$ cat src/rtl/pmsm_ctrl_pkg.sv
// pmsm_ctrl_pkg: shared FSM state type, datapath widths and rotor wrap-window bounds.
package pmsm_ctrl_pkg;
    typedef enum logic [2:0] {S_IDLE, S_WAIT, S_ERR, S_PI, S_OUT} state_e;
    localparam int ERR_W = 13;
    localparam int P_W   = 21;
    localparam int INT_W = 24;
    localparam int SUM_W = 25;
    localparam logic [11:0] POS_LO = 12'd1024;
    localparam logic [11:0] POS_HI = 12'd3072;
endpackage

$ cat src/rtl/pmsm_pi_core.sv
// pmsm_pi_core: PI arithmetic (error, proportional, integrator with clamp and anti-windup, output saturation).
// Ports: clk, rst (sync active-high); clr_i forces idle (zeroes integrator, output, flags);
// err_en_i / pi_en_i / out_en_i are the ERR / PI / OUT stage strobes; ref_i, speed_i latched operands;
// phase_o voltage command, cmd_valid_o one-cycle update pulse, sat_o last update clamped.
module pmsm_pi_core import pmsm_ctrl_pkg::*; #(
    parameter int KP         = 8,
    parameter int KI         = 1,
    parameter int GAIN_SHIFT = 4,
    parameter int INT_LIM    = (1 << 22) - 1
) (
    input  logic        clk,
    input  logic        rst,
    input  logic        clr_i,
    input  logic        err_en_i,
    input  logic        pi_en_i,
    input  logic        out_en_i,
    input  logic [11:0] ref_i,
    input  logic [11:0] speed_i,
    output logic [11:0] phase_o,
    output logic        cmd_valid_o,
    output logic        sat_o
);
    localparam logic signed [SUM_W-1:0] LIM  = SUM_W'(INT_LIM);
    localparam logic signed [SUM_W-1:0] VMAX = SUM_W'(4095);
    logic signed [ERR_W-1:0] err_q, err_d;
    logic signed [P_W-1:0]   p_q, p_d;
    logic signed [INT_W-1:0] int_q, int_d;
    logic signed [SUM_W-1:0] cand, sum, s;
    logic [11:0] phase_q, phase_d;
    logic sat_hi_q, sat_hi_d, sat_lo_q, sat_lo_d, vld_q, hold;
    always_comb begin
        err_d    = $signed({1'b0, ref_i}) - $signed({1'b0, speed_i});
        p_d      = P_W'(err_q) * P_W'(KP);
        cand     = SUM_W'(int_q) + SUM_W'(err_q) * SUM_W'(KI);
        // Stop integrating further into a rail the output is already pinned against.
        hold     = (sat_hi_q && err_q > 0) || (sat_lo_q && err_q < 0);
        int_d    = hold ? int_q : cand > LIM ? INT_W'(LIM) : cand < -LIM ? INT_W'(-LIM) : INT_W'(cand);
        sum      = SUM_W'(p_q) + SUM_W'(int_q);
        s        = sum >>> GAIN_SHIFT;
        sat_hi_d = s > VMAX;
        sat_lo_d = s[SUM_W-1];
        phase_d  = sat_hi_d ? 12'hFFF : sat_lo_d ? 12'h000 : s[11:0];
    end
    always_ff @(posedge clk) begin
        if (rst || clr_i) begin
            err_q    <= '0;
            p_q      <= '0;
            int_q    <= '0;
            phase_q  <= '0;
            sat_hi_q <= 1'b0;
            sat_lo_q <= 1'b0;
            vld_q    <= 1'b0;
        end else begin
            if (err_en_i) err_q <= err_d;
            if (pi_en_i) begin
                p_q   <= p_d;
                int_q <= int_d;
            end
            if (out_en_i) begin
                phase_q  <= phase_d;
                sat_hi_q <= sat_hi_d;
                sat_lo_q <= sat_lo_d;
            end
            vld_q <= out_en_i;
        end
    end
    assign phase_o     = phase_q;
    assign cmd_valid_o = vld_q;
    assign sat_o       = sat_hi_q | sat_lo_q;
endmodule

$ cat src/rtl/pmsm_speed_ctrl.sv
// pmsm_speed_ctrl: sampled PI speed loop driving the PMSM phase voltage, plus signed revolution counter.
// Ports: clk, rst (sync active-high); enable runs the loop; speed_ref setpoint; motor_speed measurement;
// rotor_position 0..4095 wrapping; phase_voltage command; cmd_valid update pulse; sat last update clamped;
// rev_count signed revolutions. Define PMSM_CTRL_RAMP_EN to slew the reference by RAMP_STEP per sample.
module pmsm_speed_ctrl import pmsm_ctrl_pkg::*; #(
    parameter int SAMPLE_DIV = 1000,
    parameter int KP         = 8,
    parameter int KI         = 1,
    parameter int GAIN_SHIFT = 4,
    parameter int INT_LIM    = (1 << 22) - 1
`ifdef PMSM_CTRL_RAMP_EN
    , parameter int RAMP_STEP = 16
`endif
) (
    input  logic        clk,
    input  logic        rst,
    input  logic        enable,
    input  logic [11:0] speed_ref,
    input  logic [11:0] motor_speed,
    input  logic [11:0] rotor_position,
    output logic [11:0] phase_voltage,
    output logic        cmd_valid,
    output logic        sat,
    output logic [15:0] rev_count
);
    localparam int CW = $clog2(SAMPLE_DIV);
    localparam logic [CW-1:0] CNT_MAX = CW'(SAMPLE_DIV - 1);
    state_e state_q, state_d;
    logic [CW-1:0] cnt_q, cnt_d;
    logic [11:0] ref_q, ref_d, spd_q, spd_d, ref_step, pos_q;
    logic [15:0] rev_q, rev_d;
    logic smp, err_en, pi_en, out_en, fwd, bwd;
    always_ff @(posedge clk) begin
        if (rst) begin
            state_q <= S_IDLE;
            cnt_q   <= '0;
            ref_q   <= '0;
            spd_q   <= '0;
            pos_q   <= '0;
            rev_q   <= '0;
        end else begin
            state_q <= state_d;
            cnt_q   <= cnt_d;
            ref_q   <= ref_d;
            spd_q   <= spd_d;
            pos_q   <= rotor_position;
            rev_q   <= rev_d;
        end
    end
    always_comb begin
        state_d = state_q;
        case (state_q)
            S_IDLE:  state_d = S_WAIT;
            S_WAIT:  state_d = smp ? S_ERR : S_WAIT;
            S_ERR:   state_d = S_PI;
            S_PI:    state_d = S_OUT;
            S_OUT:   state_d = S_WAIT;
            default: state_d = S_IDLE;
        endcase
        if (!enable) state_d = S_IDLE;
    end
    always_comb begin
        err_en = state_q == S_ERR;
        pi_en  = state_q == S_PI;
        out_en = state_q == S_OUT;
    end
    // Counter keeps running through ERR/PI/OUT so samples stay exactly SAMPLE_DIV apart.
    always_comb begin
        smp   = state_q == S_WAIT && cnt_q == CNT_MAX;
        cnt_d = (!enable || state_q == S_IDLE || cnt_q == CNT_MAX) ? '0 : cnt_q + CW'(1);
`ifdef PMSM_CTRL_RAMP_EN
        ref_step = {1'b0, speed_ref} > {1'b0, ref_q} + 13'(RAMP_STEP) ? ref_q + 12'(RAMP_STEP) :
                   {1'b0, speed_ref} + 13'(RAMP_STEP) < {1'b0, ref_q} ? ref_q - 12'(RAMP_STEP) : speed_ref;
`else
        ref_step = speed_ref;
`endif
        ref_d = (!enable || state_q == S_IDLE) ? '0 : smp ? ref_step : ref_q;
        spd_d = smp ? motor_speed : spd_q;
    end
    always_comb begin
        fwd   = pos_q >= POS_HI && rotor_position < POS_LO;
        bwd   = pos_q < POS_LO && rotor_position >= POS_HI;
        rev_d = fwd ? rev_q + 16'd1 : bwd ? rev_q - 16'd1 : rev_q;
    end
    pmsm_pi_core #(
        .KP         (KP),
        .KI         (KI),
        .GAIN_SHIFT (GAIN_SHIFT),
        .INT_LIM    (INT_LIM)
    ) u_core (
        .clk         (clk),
        .rst         (rst),
        .clr_i       (!enable),
        .err_en_i    (err_en),
        .pi_en_i     (pi_en),
        .out_en_i    (out_en),
        .ref_i       (ref_q),
        .speed_i     (spd_q),
        .phase_o     (phase_voltage),
        .cmd_valid_o (cmd_valid),
        .sat_o       (sat)
    );
    assign rev_count = rev_q;
endmodule

$ cat config.mk
export PLATFORM = sky130hd
export DESIGN_NAME = pmsm_speed_ctrl
export DESIGN_NICKNAME = d
export VERILOG_FILES = /design/src/rtl/pmsm_ctrl_pkg.sv /design/src/rtl/pmsm_pi_core.sv /design/src/rtl/pmsm_speed_ctrl.sv
export SDC_FILE = /design/constraint.sdc
export NUM_CORES = 1
export LEC_CHECK = 0
export BUFFER_PORTS_ARGS = -buffer_cell sky130_fd_sc_hd__buf_2
export CORE_UTILIZATION = 40
export CTS_CLUSTER_SIZE = 16
export DETAILED_ROUTE_END_ITERATION = 12
export GPL_TIMING_DRIVEN = 0
export PLACE_DENSITY = 0.67
export SETUP_SLACK_MARGIN = 0.02
export SYNTH_ARGS = -nofsm -noshare
export SYNTH_HDL_FRONTEND = slang
export SYNTH_SLANG_ARGS = --single-unit
export TNS_END_PERCENT = 50
$ cat constraint.sdc
create_clock -name clk -period 5 [get_ports clk]
set_input_delay 1 -clock clk [delete_from_list [all_inputs] [get_ports clk]]
set_output_delay 1 -clock clk [all_outputs]
set_load 0.1 [all_outputs]
# == Yosys cells after proc, flatten, opt, wreduce, memory -nomap -nowiden ==
# Cells that the tools add are included.
# classes
n_addsub,6
n_mul,0
div,0
magnitude_cmp,9
n_eq_ne,5
shifts,0
n_mux,8
n_bitwise,3
n_reduce_logical,17
# op_table
op,n
24-bit two-way mux,2
16-bit two-way mux,2
16-bit by 24-bit adder with 25-bit output,1
24-bit by 13-bit adder with 25-bit output,1
25-bit by 23-bit > comparator with 1-bit output (second input constant),1
25-bit by 23-bit < comparator with 1-bit output (second input constant),1
12-bit >= comparator (second input constant),2
12-bit by 11-bit < comparator with 1-bit output (second input constant),2
12-bit two-way mux,2
21-bit by 13-bit > comparator with 1-bit output (second input constant),1
16-bit by 1-bit adder with 16-bit output (second input constant),1
16-bit by 1-bit subtractor with 16-bit output (second input constant),1
13-bit by 1-bit > comparator with 1-bit output (second input constant),1
13-bit by 1-bit < comparator with 1-bit output (second input constant),1
12-bit by 12-bit subtractor with 13-bit output,1
3-bit one-hot mux with 4 select lines,1
10-bit by 1-bit adder with 10-bit output (second input constant),1
10-bit equality test (second input constant),1
2-bit OR reduction,4
3-bit by 2-bit equality test with 1-bit output (second input constant),2
1-bit logical AND,5
1-bit logical OR,4
3-bit by 1-bit equality test with 1-bit output (second input constant),1
3-bit equality test (second input constant),1
7 further kinds,8
# word_totals
regBits,130
latchBits,0
mem_bits_rw,0
mem_bits_ro,0
in_bits,39
output_inout_bits,30
elab_cells,61
n_memories,0

# == Depth between registers and ports, before layout ==
# Gate-level depths: netlist of run 1.
# depth
depth_word,5
ltp_mapped,14
depth_no_buf,14

# == Modules after synthesis ==
# Synthesis of run 1 repeated with hierarchy kept, for this count alone.
# hier_totals
hier_cells,969
area_unflattened_um2,8245.4
# by_module_without_submodules
mod,n_inst,cells_each,area_per_inst_um2,seq_area_each_um2
pmsm_pi_core,1,647,5288.8,1301.2
pmsm_speed_ctrl,1,322,2956.6,1101.1

# == Worst setup path after synthesis of run 1 ==
# Ideal clock, no wire load.
# synth_path
path_type,in2reg
start,input port rotor_position[10]
end,"register rev_q[15], in the netlist rev_count[15]"
setup_ns,0.128
t_arrival_ns,3.801
slack_ns,1.071
stages,14
path_buffers,0
path_cell_list,nor2_1 -> and3_1 -> inv_1 -> ha_1 -> a21o_1 -> a21o_1 -> a211oi_1 -> o311ai_0 -> nor4_1 -> o31ai_1 -> o41ai_1 -> mux2i_1 -> xor2_1 -> nor2_1
# synth_between
elab_chain_len,3
elab_cells_between_ends,6
# synth_lines
item,line,source
"start, declared",pmsm_speed_ctrl.sv:20,"input logic [11:0] rotor_position,"
12-bit by 11-bit < comparator with 1-bit output / 12-bit >= comparator (equally long branches),"pmsm_speed_ctrl.sv:81, pmsm_speed_ctrl.sv:82",
1-bit logical AND (on tied branches),"pmsm_speed_ctrl.sv:81, pmsm_speed_ctrl.sv:82",
16-bit two-way mux / 2-bit nonzero test (equally long branches),n/a,
"end signal, assigned",pmsm_speed_ctrl.sv:47,rev_q <= rev_d;
"end, declared",pmsm_speed_ctrl.sv:31,"logic [15:0] rev_q, rev_d;"
# Parallel ways exist; a longest one is shown, timed or not.
# A chain may end at the register's enable or synchronous reset.

# == Worst setup path in the final report of run 1 ==
# Same ends and word-level chain as after synthesis.

==> results.ini, run 1 <==
[layout]
n_antenna_cell=0
most-common-layout-cells=nand2_1, dfxtp_1, a21oi_1
fillers=1988
syn2layout_area_growth_pct=15.4
layout.nets=1236
layout_commonest_cell=nand2_1
drive_gt1_share_pct=9.28

[setup_path]
cp.arrival_ns=4.65
critical_path_required_ns=5.29
critical_path_class=in2reg
crit_path_top_delay_cell=o41ai_1
cp_max_fo=15
cp-start-kind=input pin
worst_setup_path_end_kind=flip-flop
slowest_delay_ns=0.48
path_cells=buf_2 -> nor2_1 -> and3_1 -> inv_1 -> ha_1 -> a21o_1 -> a21o_1 -> a211oi_1 -> o311ai_0 -> nor4_1 -> o31ai_1 -> o41ai_1 -> mux2i_1 -> xor2_1 -> nor2_1

[logic_synthesis]
synth_cell_types=64
ys_seq_elements=120
syn_nets=1159
syn_area_um2=8070
synth_flop_cell=dfxtp_1
async_flop_share_pct=0
ys_seq_area_share_pct=29.8
synthCells=1045
yosysWarningCount=0
synth-edff-count=0
postSynthAreaPerCell_um2=7.72

[sta]
worstMarginPinSlew_ns=0.992
rsz0062_at_grt=no
final-max-slew-violation-count=0
timing.final.crit_share_pct=87.2
setup_tns_ns=0
clock_skew_ns=0.0103
min_period_ns=4.36
hold_violations=0
relSlewSlack_pct=32.1
setup_viol=0
clock.fmax_mhz=229

[clock_network]
root_buffer=clkbuf_16
clk_pin_slew_worst_paths_ns=0.06
cts_tree=yes
cts_resized=0
cts_buffers=17
insertion_delay_ns=0.42
cts_htree_levels=4
cts_setup_buffers=0
clock-sinks=120
cts_hold_buf=0
clk_path_buf_depth=2

[global_route]
antenna_found_initial=0
grt_overflow=0
grt_max_degree=17
grt_usage_pct=20.4
grt_pass1_vias=7018
grt_pass1_wl_mm=33.4

[routing]
routed_wl_mm=20.2
ant_nets=0
vias=7537
firstDrtPassIters=5
drt_first_iter_violations=446
wl_per_cell_um=14.4
drcViolationCount=0
vias_per_cell=5.40

[placed_design]
port_buffers=58
globalplace.congestion=0.932
dp_hpwl_mm=15.7

[power]
switching_share_pct=25.8
intPower_mw=1.94
power.switching_mw=0.675
clkPwrFrac_pct=49.6
total_power_mw=2.62
seqPwrFrac_pct=37.6
power.leakage_nw=3.95
p_comb_share_pct=12.7
ir_drop_v=0.000288
power_density_nw_per_um2=281

[run]
drv_cap=0

[min_path]
hp-class=reg2reg

[die]
ios=69
die_w_um=144
die_h_um=144
floorplan.die_area_um2=20700
fp.coreArea_um2=19600
row_count=51
start_util_pct=41.2

[run_status]
status=completed

## power groups by stage
stage / Combinational (mW) / Clock, mW / Sequential, mW
floorplan: 0.175 / 0 / 1.10
global placement: 0.329 / 0 / 1.01
detailed placement: 0.331 / 0 / 1.01
CTS: 0.332 / 1.31 / 0.985
global route: 0.366 / 1.36 / 0.987
finish: 0.334 / 1.30 / 0.985
## cell type report
cell class | count | area [um^2] | area share (%)
clock buffers | 21 | 470 | 5.06
well taps | 265 | 332 | 3.56
flip-flops and latches | 120 | 2400 | 25.8
plain buffers | 39 | 154 | 1.65
multi-input cells | 845 | 5360 | 57.6
inverters | 41 | 154 | 1.65
clock inverters | 8 | 146 | 1.57
repair buffers | 58 | 290 | 3.12
## registers in the layout, indices dropped and copies added, names as in the netlist
| name | count |
|---|---|
| cnt_q | 10 |
| u_core.cmd_valid_o | 1 |
| spd_q | 12 |
| u_core.sat_lo_q | 1 |
| ref_q | 12 |
| u_core.int_q | 24 |
| u_core.err_q | 13 |
| pos_q | 2 |
| u_core.phase_o | 12 |
| u_core.p_q | 13 |
| u_core.sat_hi_q | 1 |
| rev_count | 16 |
| state_q | 3 |
## worst max-delay path: cells and delay by family
family	cells	cell delay, ns
buffers and inverters	2	0.52
xor gates and xnor gates	1	0.16
muxes	1	0.30
and+or+nand+nor	4	0.62
adders and majority gates	1	0.34
AOI/OAI and AO/OA	6	1.69
## worst paths after layout
check                      from         endpoint  slack, ns  depth (start not counted)
max          rotor_position[10]    rev_count[15]       0.64                         15
min                    spd_q[5]         spd_q[5]       0.45                          2
max reg2reg    u_core.err_q[12]  u_core.int_q[5]       0.79                         12
min reg2reg            spd_q[5]         spd_q[5]       0.45                          2
## Yosys cell counts (all sizes together), types with 4 or more instances
master | number | area, um^2
a211o | 4 | 35.0
inv | 41 | 154
nor3 | 36 | 190
nand2 | 137 | 514
nand3 | 32 | 160
o21a | 10 | 75.1
and3 | 15 | 93.8
nor4 | 9 | 56.3
xnor2 | 32 | 280
nand2b | 24 | 150
mux2i | 10 | 100
ha | 71 | 888
a211oi | 18 | 140
dfxtp | 120 | 2400
or4 | 6 | 45.0
o2111ai | 4 | 35.0
a221o | 12 | 123
o41ai | 4 | 35.0
o211ai | 4 | 30.0
nor2b | 12 | 75.1
xor2 | 19 | 166
a21oi | 118 | 591
nand4 | 6 | 37.5
and2 | 9 | 56.3
nor2 | 106 | 398
clkbuf | 36 | 135
or2 | 5 | 31.3
o31ai | 4 | 30.0
o21ai | 49 | 245
or3 | 4 | 25.0
a21o | 29 | 221
a22oi | 4 | 30.0
a31oi | 9 | 56.3
fa | 4 | 80.1
## layer usage
layer  GRT usage [%]  routed length [um]
met1            26.4                9690
met2            33.6                9230
met3            4.11                 901
met4            7.00                 357
met5               0                   0
## cells by family (layout without fill, tap and decap cells)
logic type | count (synthesis) | after routing | share of synthesized area [%]
compound gates | 298 | 298 | 23.8
xor+xnor | 51 | 51 | 5.54
fa+ha+maj | 75 | 75 | 12.0
buf+inv | 80 | 167 | 3.82
flops | 120 | 120 | 29.8
mux | 12 | 12 | 1.52
simple gates | 409 | 409 | 23.5
## metrics by stage
step / cells / cell area (um^2) / setup slack, ns / hold slack [ns] / util [%]
after floorplan: 1045 / 8070 / 1.07 / 0.430 / -
after global placement: 1368 / 8690 / 0.328 / 0.445 / 44.4
after detailed placement: 1368 / 8690 / 0.284 / 0.446 / 44.4
after CTS: 1397 / 9310 / 0.725 / 0.454 / 47.5
after global routing: 1397 / 9310 / 0.403 / 0.468 / 47.5
final: 1397 / 9310 / 0.642 / 0.454 / 47.5
Note: power is estimated with default switching activity, not from simulation.
==> run 2, diff against run 1 <==
CTS_BUF_LIST = sky130_fd_sc_hd__clkbuf_4 sky130_fd_sc_hd__clkbuf_8   (was not set)
==> run 2 against run 1 <==
Via count is 0.21% lower. Final area is 2.0% lower. Die area unchanged. Sequential share of layout area grew 0.53 points. Non-clock buffer count unchanged. Highest routed layer unchanged. Register-to-register slack barely moved. Largest power group is now registers. Final cell count did not move. Global-route usage shrank 0.17 points. Combinational power is essentially flat. Routed wire length decreased by 0.76%.
==> results.ini, run 2 (synthesis results as in run 1) <==
[run_status]
status=completed

[global_route]
grt_max_degree=17  ; unchanged
grt_pass1_wl_mm=33.2  ; -0.56%
antenna_found_initial=0  ; unchanged
grt_overflow=0  ; unchanged
grt_usage_pct=20.2  ; -0.17 points
grt_pass1_vias=6980  ; -0.54%

[routing]
drt_first_iter_violations=413  ; -7.4%
vias_per_cell=5.38  ; -0.21%
firstDrtPassIters=5  ; unchanged
vias=7521  ; -0.21%
ant_nets=0  ; unchanged
drcViolationCount=0  ; unchanged
routed_wl_mm=20.0  ; -0.76%
wl_per_cell_um=14.3  ; -0.76%

[sta]
clock_skew_ns=0.0142  ; +0.00387 ns
relSlewSlack_pct=31.6  ; -0.55 points
final-max-slew-violation-count=0  ; unchanged
clock.fmax_mhz=231  ; +0.78%
rsz0062_at_grt=no
hold_violations=0  ; unchanged
timing.final.crit_share_pct=86.5  ; -0.67 points
setup_viol=0  ; unchanged
min_period_ns=4.32  ; -0.0337 ns
fin_ws_ns=0.675  ; +0.0337 ns
whs_ns=0.456  ; +0.00221 ns
worstMarginPinSlew_ns=1.00  ; +0.00805 ns
setup_tns_ns=0  ; unchanged

[setup_path]
cp_max_fo=15  ; unchanged
cp.arrival_ns=4.64  ; about the same
worst_setup_path_end_kind=flip-flop
critical_path_required_ns=5.31  ; +0.02 ns
cp-start-kind=input pin
critical_path_class=in2reg

[layout]
layout_commonest_cell=nand2_1
drive_gt1_share_pct=9.36  ; +0.088 points
fin_cells=1397  ; unchanged
regMostFlops=u_core.int_q
n_antenna_cell=0  ; unchanged
most-common-layout-cells=nand2_1, dfxtp_1, a21oi_1
syn2layout_area_growth_pct=13.0
fillers=2001  ; +0.65%
final_core_util_pct=46.5  ; -0.96 points
layout.nets=1236  ; unchanged
largest_reg_flops=24  ; unchanged
design_area_um2=9120  ; -2.0%

[placed_design]
globalplace.congestion=0.932  ; unchanged
port_buffers=58  ; unchanged
dp_cells=1368  ; unchanged
place_area_um2=8690  ; unchanged
dp_hpwl_mm=15.7  ; unchanged
dp_slack_ns=0.284  ; unchanged

[clock_network]
clock-sinks=120  ; unchanged
cts_resized=0  ; unchanged
cts_setup_buffers=0  ; unchanged
insertion_delay_ns=0.44  ; +0.02 ns
clk_pin_slew_worst_paths_ns=0.07  ; about the same
root_buffer=clkbuf_8
cts_tree=yes
cts_htree_levels=4  ; unchanged
clk_path_buf_depth=2  ; unchanged
cts_hold_buf=0  ; unchanged
cts_buffers=17  ; unchanged

[power]
power_density_nw_per_um2=251  ; -11%
power.leakage_nw=3.86  ; -2.1%
ir_drop_v=0.000179  ; -38%
total_power_mw=2.29  ; -13%

[die]
die_w_um=144  ; unchanged
row_count=51  ; unchanged
ios=69  ; unchanged
die_h_um=144  ; unchanged
floorplan.die_area_um2=20700  ; unchanged
fp.coreArea_um2=19600  ; unchanged
start_util_pct=41.2  ; unchanged

[min_path]
hp-class=reg2reg

[run]
drv_cap=0  ; unchanged

## run 2: cell counts in the layout (fill, tap and decap cells not counted)
Identical to the previous run, type by type.
## run 2: final timing paths
check,slack (ns),end,depth (start not counted),startpoint
setup / recovery,0.68,rev_count[15],15,rotor_position[10]
hold / removal,0.46,spd_q[5],2,spd_q[5]
setup reg to reg,0.78,u_core.int_q[5],12,u_core.err_q[12]
hold reg to reg,0.46,spd_q[5],2,spd_q[5]
## run 2: worst max-delay path, stage by stage
cell,delay [ns]
buf_2,0.09
nor2_1,0.04
and3_1,0.19
inv_1,0.43
ha_1,0.34
a21o_1,0.17
a21o_1,0.20
a211oi_1,0.35
o311ai_0,0.29
nor4_1,0.34
o31ai_1,0.19
o41ai_1,0.48
mux2i_1,0.30
xor2_1,0.16
nor2_1,0.05
## run 2: where the power goes
part,switching (mW),leakage [nW],internal [mW]
logic,0.225,2.68,0.108
registers,0.0130,0.969,0.971
clock network,0.390,0.217,0.580
total,0.629,3.86,1.66
## run 2: per-layer routing
metal,share of wire (%),vias up,GRT usage (%)
li1,-,3897,-
met1,49,3427,26.2
met2,46,167,33.2
met3,3.8,30,4.34
met4,1.8,0,6.89
met5,0,-,0
## run 2: layout make-up
class	instances	area [um^2]	area share [%]
Multi-Input combinational cell	845	5360	58.8
Sequential cell	120	2400	26.3
Tap cell	265	332	3.64
Timing Repair Buffer	58	290	3.18
Clock buffer	21	283	3.10
Buffer	39	154	1.69
Inverter	41	154	1.69
Clock inverter	8	146	1.61
